$ cat config.mk
export PLATFORM = sky130hd
export DESIGN_NAME = eth_rx_stats_flat
export DESIGN_NICKNAME = d
export VERILOG_FILES = /design/src/rtl/eth_rx_stats_if.sv /design/src/rtl/eth_rx_stats.sv /design/src/flat_wrapper.sv
export SDC_FILE = /design/constraint.sdc
export NUM_CORES = 1
export LEC_CHECK = 0
export ABC_AREA = 1
export ABC_CLOCK_PERIOD_IN_PS = 37000
export CORE_AREA = 2 2 530 532
export DETAILED_ROUTE_END_ITERATION = 7
export DIE_AREA = 0 0 532 534
export PLACE_DENSITY_LB_ADDON = 0.12
export RECOVER_POWER = 25
export SETUP_SLACK_MARGIN = 0.5
export SYNTH_ARGS = -nofsm -noshare
export SYNTH_HDL_FRONTEND = slang
export SYNTH_SLANG_ARGS = --single-unit
$ cat constraint.sdc
create_clock -name clk -period 37 [get_ports clk]
set_input_delay 11.1 -clock clk [delete_from_list [all_inputs] [get_ports clk]]
set_output_delay 11.1 -clock clk [all_outputs]
set_load 0.02 [all_outputs]
$ cat src/rtl/eth_rx_stats_if.sv
// 512-bit AXI-Stream bundle used on both sides of the RX statistics tap.
interface eth_rx_stats_if;
  logic [511:0] tdata;
  logic [63:0]  tkeep;
  logic         tlast;
  logic         tuser;
  logic         tvalid;
  logic         tready;

  modport master (output tdata, tkeep, tlast, tuser, tvalid, input tready);
  modport slave  (input tdata, tkeep, tlast, tuser, tvalid, output tready);
endinterface

$ cat src/rtl/eth_rx_stats.sv
// Zero-latency RX stream statistics tap with saturating counters and an atomic snapshot.
//   state  | meaning
//   IDLE   | between packets, next accepted beat starts a packet
//   IN_PKT | first beat accepted, waiting for the accepted tlast beat
module eth_rx_stats #(
  parameter int COUNT_W   = 32,
  parameter int MAX_BEATS = 150,
  parameter int BEAT_W    = 16
) (
  input  logic               clk,
  input  logic               rst,
  eth_rx_stats_if.slave      s_axis,
  eth_rx_stats_if.master     m_axis,
  input  logic               stats_clear,
  input  logic               snap_req,
  output logic               snap_valid,
  output logic [COUNT_W-1:0] snap_pkt_ok,
  output logic [COUNT_W-1:0] snap_pkt_err,
  output logic [COUNT_W-1:0] snap_pkt_big,
  output logic [COUNT_W-1:0] snap_bytes,
  output logic [COUNT_W-1:0] snap_stall,
  output logic [BEAT_W-1:0]  snap_max_beats,
  output logic               in_packet
);

  localparam logic [BEAT_W-1:0] MAX_LEN = BEAT_W'(MAX_BEATS);

  typedef enum logic {IDLE, IN_PKT} state_t;
  state_t state;

  logic               beat, eop;
  logic [6:0]         pop;
  logic [BEAT_W-1:0]  pkt_beats, len;
  logic [COUNT_W-1:0] pkt_ok, pkt_err, pkt_big, bytes, stall;
  logic [BEAT_W-1:0]  max_beats;
  logic [COUNT_W-1:0] ok_nxt, err_nxt, big_nxt, bytes_nxt, stall_nxt;
  logic [BEAT_W-1:0]  max_nxt;
  logic [COUNT_W-1:0] bytes_base;
  logic [BEAT_W-1:0]  max_base;
  logic [COUNT_W:0]   bytes_sum;

  assign m_axis.tdata  = s_axis.tdata;
  assign m_axis.tkeep  = s_axis.tkeep;
  assign m_axis.tlast  = s_axis.tlast;
  assign m_axis.tuser  = s_axis.tuser;
  assign m_axis.tvalid = s_axis.tvalid;
  assign s_axis.tready = m_axis.tready;

  assign beat = s_axis.tvalid & m_axis.tready;
  assign eop  = beat & s_axis.tlast;
  assign len  = (pkt_beats == '1) ? pkt_beats : pkt_beats + 1'b1;

  function automatic logic [COUNT_W-1:0] sat_inc(input logic [COUNT_W-1:0] v, input logic en);
    return (en && v != '1) ? v + 1'b1 : v;
  endfunction

  // A clear replaces the old value with zero but this cycle's event still counts.
  always_comb begin
    pop = '0;
    for (int i = 0; i < 64; i++) pop = pop + 7'(s_axis.tkeep[i]);
    ok_nxt     = sat_inc(stats_clear ? '0 : pkt_ok,  eop & ~s_axis.tuser);
    err_nxt    = sat_inc(stats_clear ? '0 : pkt_err, eop &  s_axis.tuser);
    big_nxt    = sat_inc(stats_clear ? '0 : pkt_big, eop & (len > MAX_LEN));
    stall_nxt  = sat_inc(stats_clear ? '0 : stall,   s_axis.tvalid & ~m_axis.tready);
    bytes_base = stats_clear ? '0 : bytes;
    bytes_sum  = {1'b0, bytes_base} + (beat ? {{(COUNT_W-6){1'b0}}, pop} : '0);
    bytes_nxt  = bytes_sum[COUNT_W] ? '1 : bytes_sum[COUNT_W-1:0];
    max_base   = stats_clear ? '0 : max_beats;
    max_nxt    = (eop && len > max_base) ? len : max_base;
  end

  always_ff @(posedge clk or posedge rst) begin
    if (rst) begin
      pkt_ok         <= '0;
      pkt_err        <= '0;
      pkt_big        <= '0;
      bytes          <= '0;
      stall          <= '0;
      max_beats      <= '0;
      snap_valid     <= 1'b0;
      snap_pkt_ok    <= '0;
      snap_pkt_err   <= '0;
      snap_pkt_big   <= '0;
      snap_bytes     <= '0;
      snap_stall     <= '0;
      snap_max_beats <= '0;
    end else begin
      pkt_ok     <= ok_nxt;
      pkt_err    <= err_nxt;
      pkt_big    <= big_nxt;
      bytes      <= bytes_nxt;
      stall      <= stall_nxt;
      max_beats  <= max_nxt;
      snap_valid <= snap_req;
      if (snap_req) begin
        snap_pkt_ok    <= ok_nxt;
        snap_pkt_err   <= err_nxt;
        snap_pkt_big   <= big_nxt;
        snap_bytes     <= bytes_nxt;
        snap_stall     <= stall_nxt;
        snap_max_beats <= max_nxt;
      end
    end
  end

  // Packet tracking is deliberately untouched by stats_clear.
  always_ff @(posedge clk or posedge rst) begin
    if (rst) begin
      state     <= IDLE;
      in_packet <= 1'b0;
      pkt_beats <= '0;
    end else begin
      case (state)
        IDLE: if (beat && !s_axis.tlast) begin
          state     <= IN_PKT;
          in_packet <= 1'b1;
        end
        IN_PKT: if (eop) begin
          state     <= IDLE;
          in_packet <= 1'b0;
        end
        default: begin
          state     <= IDLE;
          in_packet <= 1'b0;
        end
      endcase
      if (eop)
        pkt_beats <= '0;
      else if (beat && pkt_beats != '1)
        pkt_beats <= pkt_beats + 1'b1;
    end
  end

endmodule

$ cat src/flat_wrapper.sv
// flat-port wrapper written by rule: the top's interface ports become plain ports
module eth_rx_stats_flat 
#(
  parameter int COUNT_W   = 32,
  parameter int MAX_BEATS = 150,
  parameter int BEAT_W    = 16
)
  (clk, rst, stats_clear, snap_req, snap_valid, snap_pkt_ok, snap_pkt_err, snap_pkt_big, snap_bytes, snap_stall, snap_max_beats, in_packet, s_axis_tdata, s_axis_tkeep, s_axis_tlast, s_axis_tuser, s_axis_tvalid, s_axis_tready, m_axis_tdata, m_axis_tkeep, m_axis_tlast, m_axis_tuser, m_axis_tvalid, m_axis_tready);
  eth_rx_stats_if s_axis_i ();
  eth_rx_stats_if m_axis_i ();
  input  logic clk;
  input  logic rst;
  input  logic stats_clear;
  input  logic snap_req;
  output logic snap_valid;
  output logic [COUNT_W-1:0] snap_pkt_ok;
  output logic [COUNT_W-1:0] snap_pkt_err;
  output logic [COUNT_W-1:0] snap_pkt_big;
  output logic [COUNT_W-1:0] snap_bytes;
  output logic [COUNT_W-1:0] snap_stall;
  output logic [BEAT_W-1:0] snap_max_beats;
  output logic in_packet;
  input wire logic [$bits(s_axis_i.tdata)-1:0] s_axis_tdata;
  input wire logic [$bits(s_axis_i.tkeep)-1:0] s_axis_tkeep;
  input wire logic [$bits(s_axis_i.tlast)-1:0] s_axis_tlast;
  input wire logic [$bits(s_axis_i.tuser)-1:0] s_axis_tuser;
  input wire logic [$bits(s_axis_i.tvalid)-1:0] s_axis_tvalid;
  output wire logic [$bits(s_axis_i.tready)-1:0] s_axis_tready;
  output wire logic [$bits(m_axis_i.tdata)-1:0] m_axis_tdata;
  output wire logic [$bits(m_axis_i.tkeep)-1:0] m_axis_tkeep;
  output wire logic [$bits(m_axis_i.tlast)-1:0] m_axis_tlast;
  output wire logic [$bits(m_axis_i.tuser)-1:0] m_axis_tuser;
  output wire logic [$bits(m_axis_i.tvalid)-1:0] m_axis_tvalid;
  input wire logic [$bits(m_axis_i.tready)-1:0] m_axis_tready;
  assign s_axis_i.tdata = s_axis_tdata;
  assign s_axis_i.tkeep = s_axis_tkeep;
  assign s_axis_i.tlast = s_axis_tlast;
  assign s_axis_i.tuser = s_axis_tuser;
  assign s_axis_i.tvalid = s_axis_tvalid;
  assign s_axis_tready = s_axis_i.tready;
  assign m_axis_tdata = m_axis_i.tdata;
  assign m_axis_tkeep = m_axis_i.tkeep;
  assign m_axis_tlast = m_axis_i.tlast;
  assign m_axis_tuser = m_axis_i.tuser;
  assign m_axis_tvalid = m_axis_i.tvalid;
  assign m_axis_i.tready = m_axis_tready;
  eth_rx_stats #(.COUNT_W(COUNT_W), .MAX_BEATS(MAX_BEATS), .BEAT_W(BEAT_W)) u_core (.clk(clk), .rst(rst), .s_axis(s_axis_i), .m_axis(m_axis_i), .stats_clear(stats_clear), .snap_req(snap_req), .snap_valid(snap_valid), .snap_pkt_ok(snap_pkt_ok), .snap_pkt_err(snap_pkt_err), .snap_pkt_big(snap_pkt_big), .snap_bytes(snap_bytes), .snap_stall(snap_stall), .snap_max_beats(snap_max_beats), .in_packet(in_packet));
endmodule
After elaboration in Yosys (flattened, before gate mapping)
Index checks and enable logic that the tools add are counted.
{ "word_totals": {"ff_bits": 371, "latchBits": 0, "ram_bits": 0, "rom_bits": 0, "in_bits": 584, "output_inout_bits": 758, "word_cells": 136, "mem_count": 0} }
{ "op_classes": {"n_addsub": 69, "mul": 0, "n_div": 0, "n_lt_le_gt_ge": 2, "n_eq_ne": 8, "shifts": 0, "mux": 22, "n_bitwise": 9, "n_reduce_logical": 10} }
{ "op_table": {"columns": ["cell", "n"], "rows": [
  ["adder 7 x 1 -> 7 bit", 62],
  ["two-way mux 32 bit", 10],
  ["adder 32 x 1 -> 32 bit, second input constant", 4],
  ["inequality test 32 bit, second input constant", 4],
  ["two-way mux 16 bit", 5],
  ["adder 32 x 33 -> 33 bit", 1],
  ["adder 16 x 1 -> 16 bit, second input constant", 1],
  ["== test 16 bit, second input constant", 1],
  ["> comparator 16 bit", 1],
  ["> comparator 16 x 8 -> 1 bit, second input constant", 1],
  ["inequality test 16 bit, second input constant", 1],
  ["logical AND 1 bit", 7],
  ["two-way mux 7 bit", 1],
  ["bitwise AND 1 bit", 6],
  ["two-way mux 1 bit", 4],
  ["case mux 1 bit (2 select lines)", 2],
  ["inverter 1 bit", 3],
  ["adder 1 x 1 -> 2 bit", 1],
  ["inequality test 2 x 1 -> 1 bit, second input constant", 1],
  ["inequality test 2 bit, second input constant", 1],
  ["AND reduction 2 bit", 1],
  ["nonzero test 2 bit", 1],
  ["zero test 1 bit", 1]
]} }

Logic depth before layout (Yosys ltp)
{ "logic_depth": {"depth_word": 66, "ltp_mapped": 41, "ltp_nobuf": 41} }

Least setup slack after synthesis
Ideal clock, no wire load.
{ "synth_timing": {"kind": "input-to-output", "start": "in s_axis_tdata[0]", "end": "out m_axis_tdata[0]", "arrival_ns": 11.234, "required_time_ns": 25.900, "setup_slack_ns": 14.666, "path_stages": 1, "path_buffers": 1, "cell_sequence": "buf_4"} }
{ "synth_lines": {"columns": ["element", "line_no", "rtl"], "rows": [
  ["start, declared", "flat_wrapper.sv:23", "input wire logic [$bits(s_axis_i.tdata)-1:0] s_axis_tdata;"],
  ["end, declared", "flat_wrapper.sv:29", "output wire logic [$bits(m_axis_i.tdata)-1:0] m_axis_tdata;"]
]} }
No word-level cell between the ends.

Worst setup path in the final report
{ "layout_timing": {"start": "in m_axis_tready", "end": "out s_axis_tready"} }
{ "layout_lines": {"columns": ["element", "line_no", "rtl"], "rows": [
  ["start, declared", "flat_wrapper.sv:34", "input wire logic [$bits(m_axis_i.tready)-1:0] m_axis_tready;"],
  ["end, declared", "flat_wrapper.sv:28", "output wire logic [$bits(s_axis_i.tready)-1:0] s_axis_tready;"]
]} }
No word-level cell between the ends.

==> impl_metrics.ini <==
[cts]
cts_hold_buf = 0
numCtsBuffers = 58
clk_pin_slew_ns = 0.05
root_buffer = clkbuf_16
post_cts_resized = 0
clock_sinks = 371
postCtsSetupBuffers = 0
htreeDepth = 2
cts_tree = yes
clock_latency_ns = 0.68
clock_path_buffers = 3

[final_layout]
design_area_sq_mm = 0.0313
n_fill_cell = 32265
area_delta_synth_final_pct = 19.4
nNetsFinal = 3835
finalCoreUtilization_pct = 11.3
drive_gt1_share_pct = 6.67

[synth]
synth_edf_count = 0
synth-seq-cells = 371
synth_top_cell_by_area = dfrtp_1
synth.yosys.seq_area_share_pct = 35.4
synth_area_sq_mm = 0.0262
synth_most_common_cell = nand2_1
synth_top_area_share_pct = 35.4
synth.area.top_cells = dfrtp_1 35%, buf_4 17%, nand2_1 14%
yosysUniqueCellTypes = 48
yosys_warnings = 0
synth_commonest_cells = 951 x nand2_1, 585 x buf_4, 371 x dfrtp_1, 362 x inv_1, 334 x nor2_1
synth_nets = 4107
synthArstFlopShare_pct = 100
synth.avg_cell_area_sq_um = 7.66
synth_ff_type = dfrtp_1
netlist_instances = 3424

[pwr]
p_total_mw = 1.76
ir_drop_mv = 0.117
p_leak_nw = 13.9
power_density_mw_per_mm2 = 56.3

[worst_setup_path]
path_cells = dlygate4sd3_1 > clkdlybuf4s50_1
required_ns = 25.90
critPathTopFamily = buffers and inverters
crit_path_max_fanout = 3
worstPathArrival_ns = 12.28
critPathBufInv = 2
critPathMaxStageDelay_ns = 0.61
critPathKind = in -> out
slowest_stage = clkdlybuf4s50_1
start_kind = primary input
cp-end-kind = output pin

[placement]
portBuffers = 317
place.gp.congestion = 0.745
dp_hpwl_mm = 115
placed_area_sq_mm = 0.0294

[grt]
grt_use_total_pct = 9.67
grt_max_degree = 103
grt_pass1_wl_mm = 192
antenna_found_initial = 3
grt_overflow_total = 0
grt_pass1_vias = 21706

[die]
fp.dieH_um = 534
ioPinCount = 1342
core_area_sq_mm = 0.278
row_count = 194
die-area_sq_mm = 0.284
fp.dieW_um = 532
start_util_pct = 9.42

[sta]
finalCriticalPeriod_ns = 23.38
drv_slew = 330
setup_viol = 0
fin_skew_ns = 0.0353
tightest_slew_ns = 5.46
finalSetupTns_ns = 0
rsz0062_at_grt = no
slew_headroom_pct = -264
clock.fmax_ghz = 0.0428
hold_violations = 0
period_share_pct = 63.2

[routing]
maxUsedRoutingLayer = met5
first_pass_iters = 5
wl_met1_mm = 45.2
routed_wl_mm = 141
routed-wl-met3_mm = 16.0
post-route-drc-count = 0
viasPerCell = 2.86
wl_met2_mm = 74.2
wl_per_cell_um = 20.4
ant_nets = 0
first_iter_violations = 1041
via_count = 19826

[outcome]
violations = max-capacitance violations, max-slew violations
status = finished with violations

[hold_path]
hold_path_class = reg -> reg

[job]
cap_violations = 6
==> report_power, final <==
part           switching, mW  internal (mW)
Sequential            0.0114          0.432
Clock                  0.235          0.350
Combinational          0.450          0.285
Total                  0.696           1.07
==> cells by family (layout without fill, tap and decap cells) <==
family / count (synthesis) / in the layout / share of synthesized area [%]
xor gates and xnor gates: 129 / 129 / 4.39
buffers and inverters: 1046 / 817 / 23.9
DFF: 371 / 371 / 35.4
AOI/OAI and AO/OA: 133 / 133 / 3.05
adders and majority gates: 99 / 99 / 6.30
other: 0 / 2 / 0
and+or+nand+nor: 1646 / 1646 / 26.9
==> final cells by class <==
| class | instances | area, sq um | area share (%) |
|---|---|---|---|
| clock buffers | 83 | 1690 | 5.38 |
| well taps | 3724 | 4660 | 14.9 |
| clock inverters | 20 | 275 | 0.879 |
| multi-input cells | 2007 | 10700 | 34.1 |
| inverters | 375 | 1420 | 4.52 |
| repair buffers | 339 | 3330 | 10.6 |
| diodes | 2 | 5.00 | 0.0160 |
| flip-flops and latches | 371 | 9280 | 29.6 |
==> registers in the layout, indices dropped and copies added, names as in the netlist, named ones only <==
signal / flops
u_core.stall: 32
u_core.snap_pkt_err: 32
u_core.snap_pkt_ok: 32
u_core.pkt_ok: 32
u_core.snap_bytes: 32
u_core.snap_valid: 1
u_core.max_beats: 16
u_core.bytes: 32
u_core.pkt_beats: 16
u_core.snap_pkt_big: 32
u_core.pkt_big: 32
u_core.in_packet: 1
u_core.snap_max_beats: 16
u_core.pkt_err: 32
u_core.snap_stall: 32
==> cells in the final DEF (no fill, tap or decap), types with 10 or more instances in the layout <==
cell type / synthesis / layout
xnor2_1: 37 / 37
and2_1: 22 / 22
fa_1: 55 / 55
ha_1: 44 / 44
xor2_1: 89 / 89
inv_1: 362 / 361
o21ai_0: 24 / 25
o21ai_1: 15 / 14
nor3_2: 10 / 10
clkbuf_1: 45 / 17
nor3_1: 67 / 67
clkbuf_16: 0 / 58
a21oi_1: 23 / 22
dlygate4sd3_1: 0 / 161
a31oi_1: 35 / 35
nand4_1: 76 / 76
nor2_4: 15 / 15
nor2_1: 334 / 334
nor4_1: 12 / 12
nand3_1: 95 / 95
o22ai_1: 15 / 15
buf_4: 585 / 16
clkdlybuf4s50_1: 0 / 154
clkbuf_8: 0 / 14
nand2_1: 951 / 951
dfrtp_1: 371 / 371
nor2_2: 27 / 27
inv_2: 11 / 10
==> per-layer routing <==
layer | vias to the layer above | global-route usage (%)
met1 | 9317 | 8.81
met4 | 6 | 3.63
met2 | 792 | 17.9
met3 | 242 | 5.12
li1 | 9469 | -
met5 | - | 0.783
==> final timing paths <==
| check | start | end | slack [ns] | cells after the start |
|---|---|---|---|---|
| min | u_core.snap_pkt_big[19]$_DFFE_PP0P_ | u_core.snap_pkt_big[19]$_DFFE_PP0P_ | 0.47 | 2 |
| max | m_axis_tready | s_axis_tready | 13.62 | 2 |
| max in group asynchronous | rst | u_core.bytes[2]$_DFF_PP0_ | 18.78 | 5 |
| max reg2reg | u_core.pkt_beats[0]$_DFFE_PP0P_ | u_core.snap_max_beats[1]$_DFFE_PP0P_ | 32.55 | 19 |
| min reg2reg | u_core.snap_pkt_big[19]$_DFFE_PP0P_ | u_core.snap_pkt_big[19]$_DFFE_PP0P_ | 0.47 | 2 |
| min in group asynchronous | rst | u_core.snap_pkt_err[14]$_DFFE_PP0P_ | 12.24 | 2 |
==> stage by stage <==
| stage | cells | hold slack (ns) | worst slack (ns) |
|---|---|---|---|
| after floorplan | 3424 | 0.478 | 14.67 |
| after global placement | 6816 | 0.468 | 13.62 |
| after detailed placement | 6816 | 0.465 | 13.62 |
| after CTS | 6919 | 0.484 | 13.61 |
| after global routing | 6920 | 0.494 | 13.59 |
| final | 6921 | 0.469 | 13.62 |
Note: power is estimated with default switching activity, not from simulation.
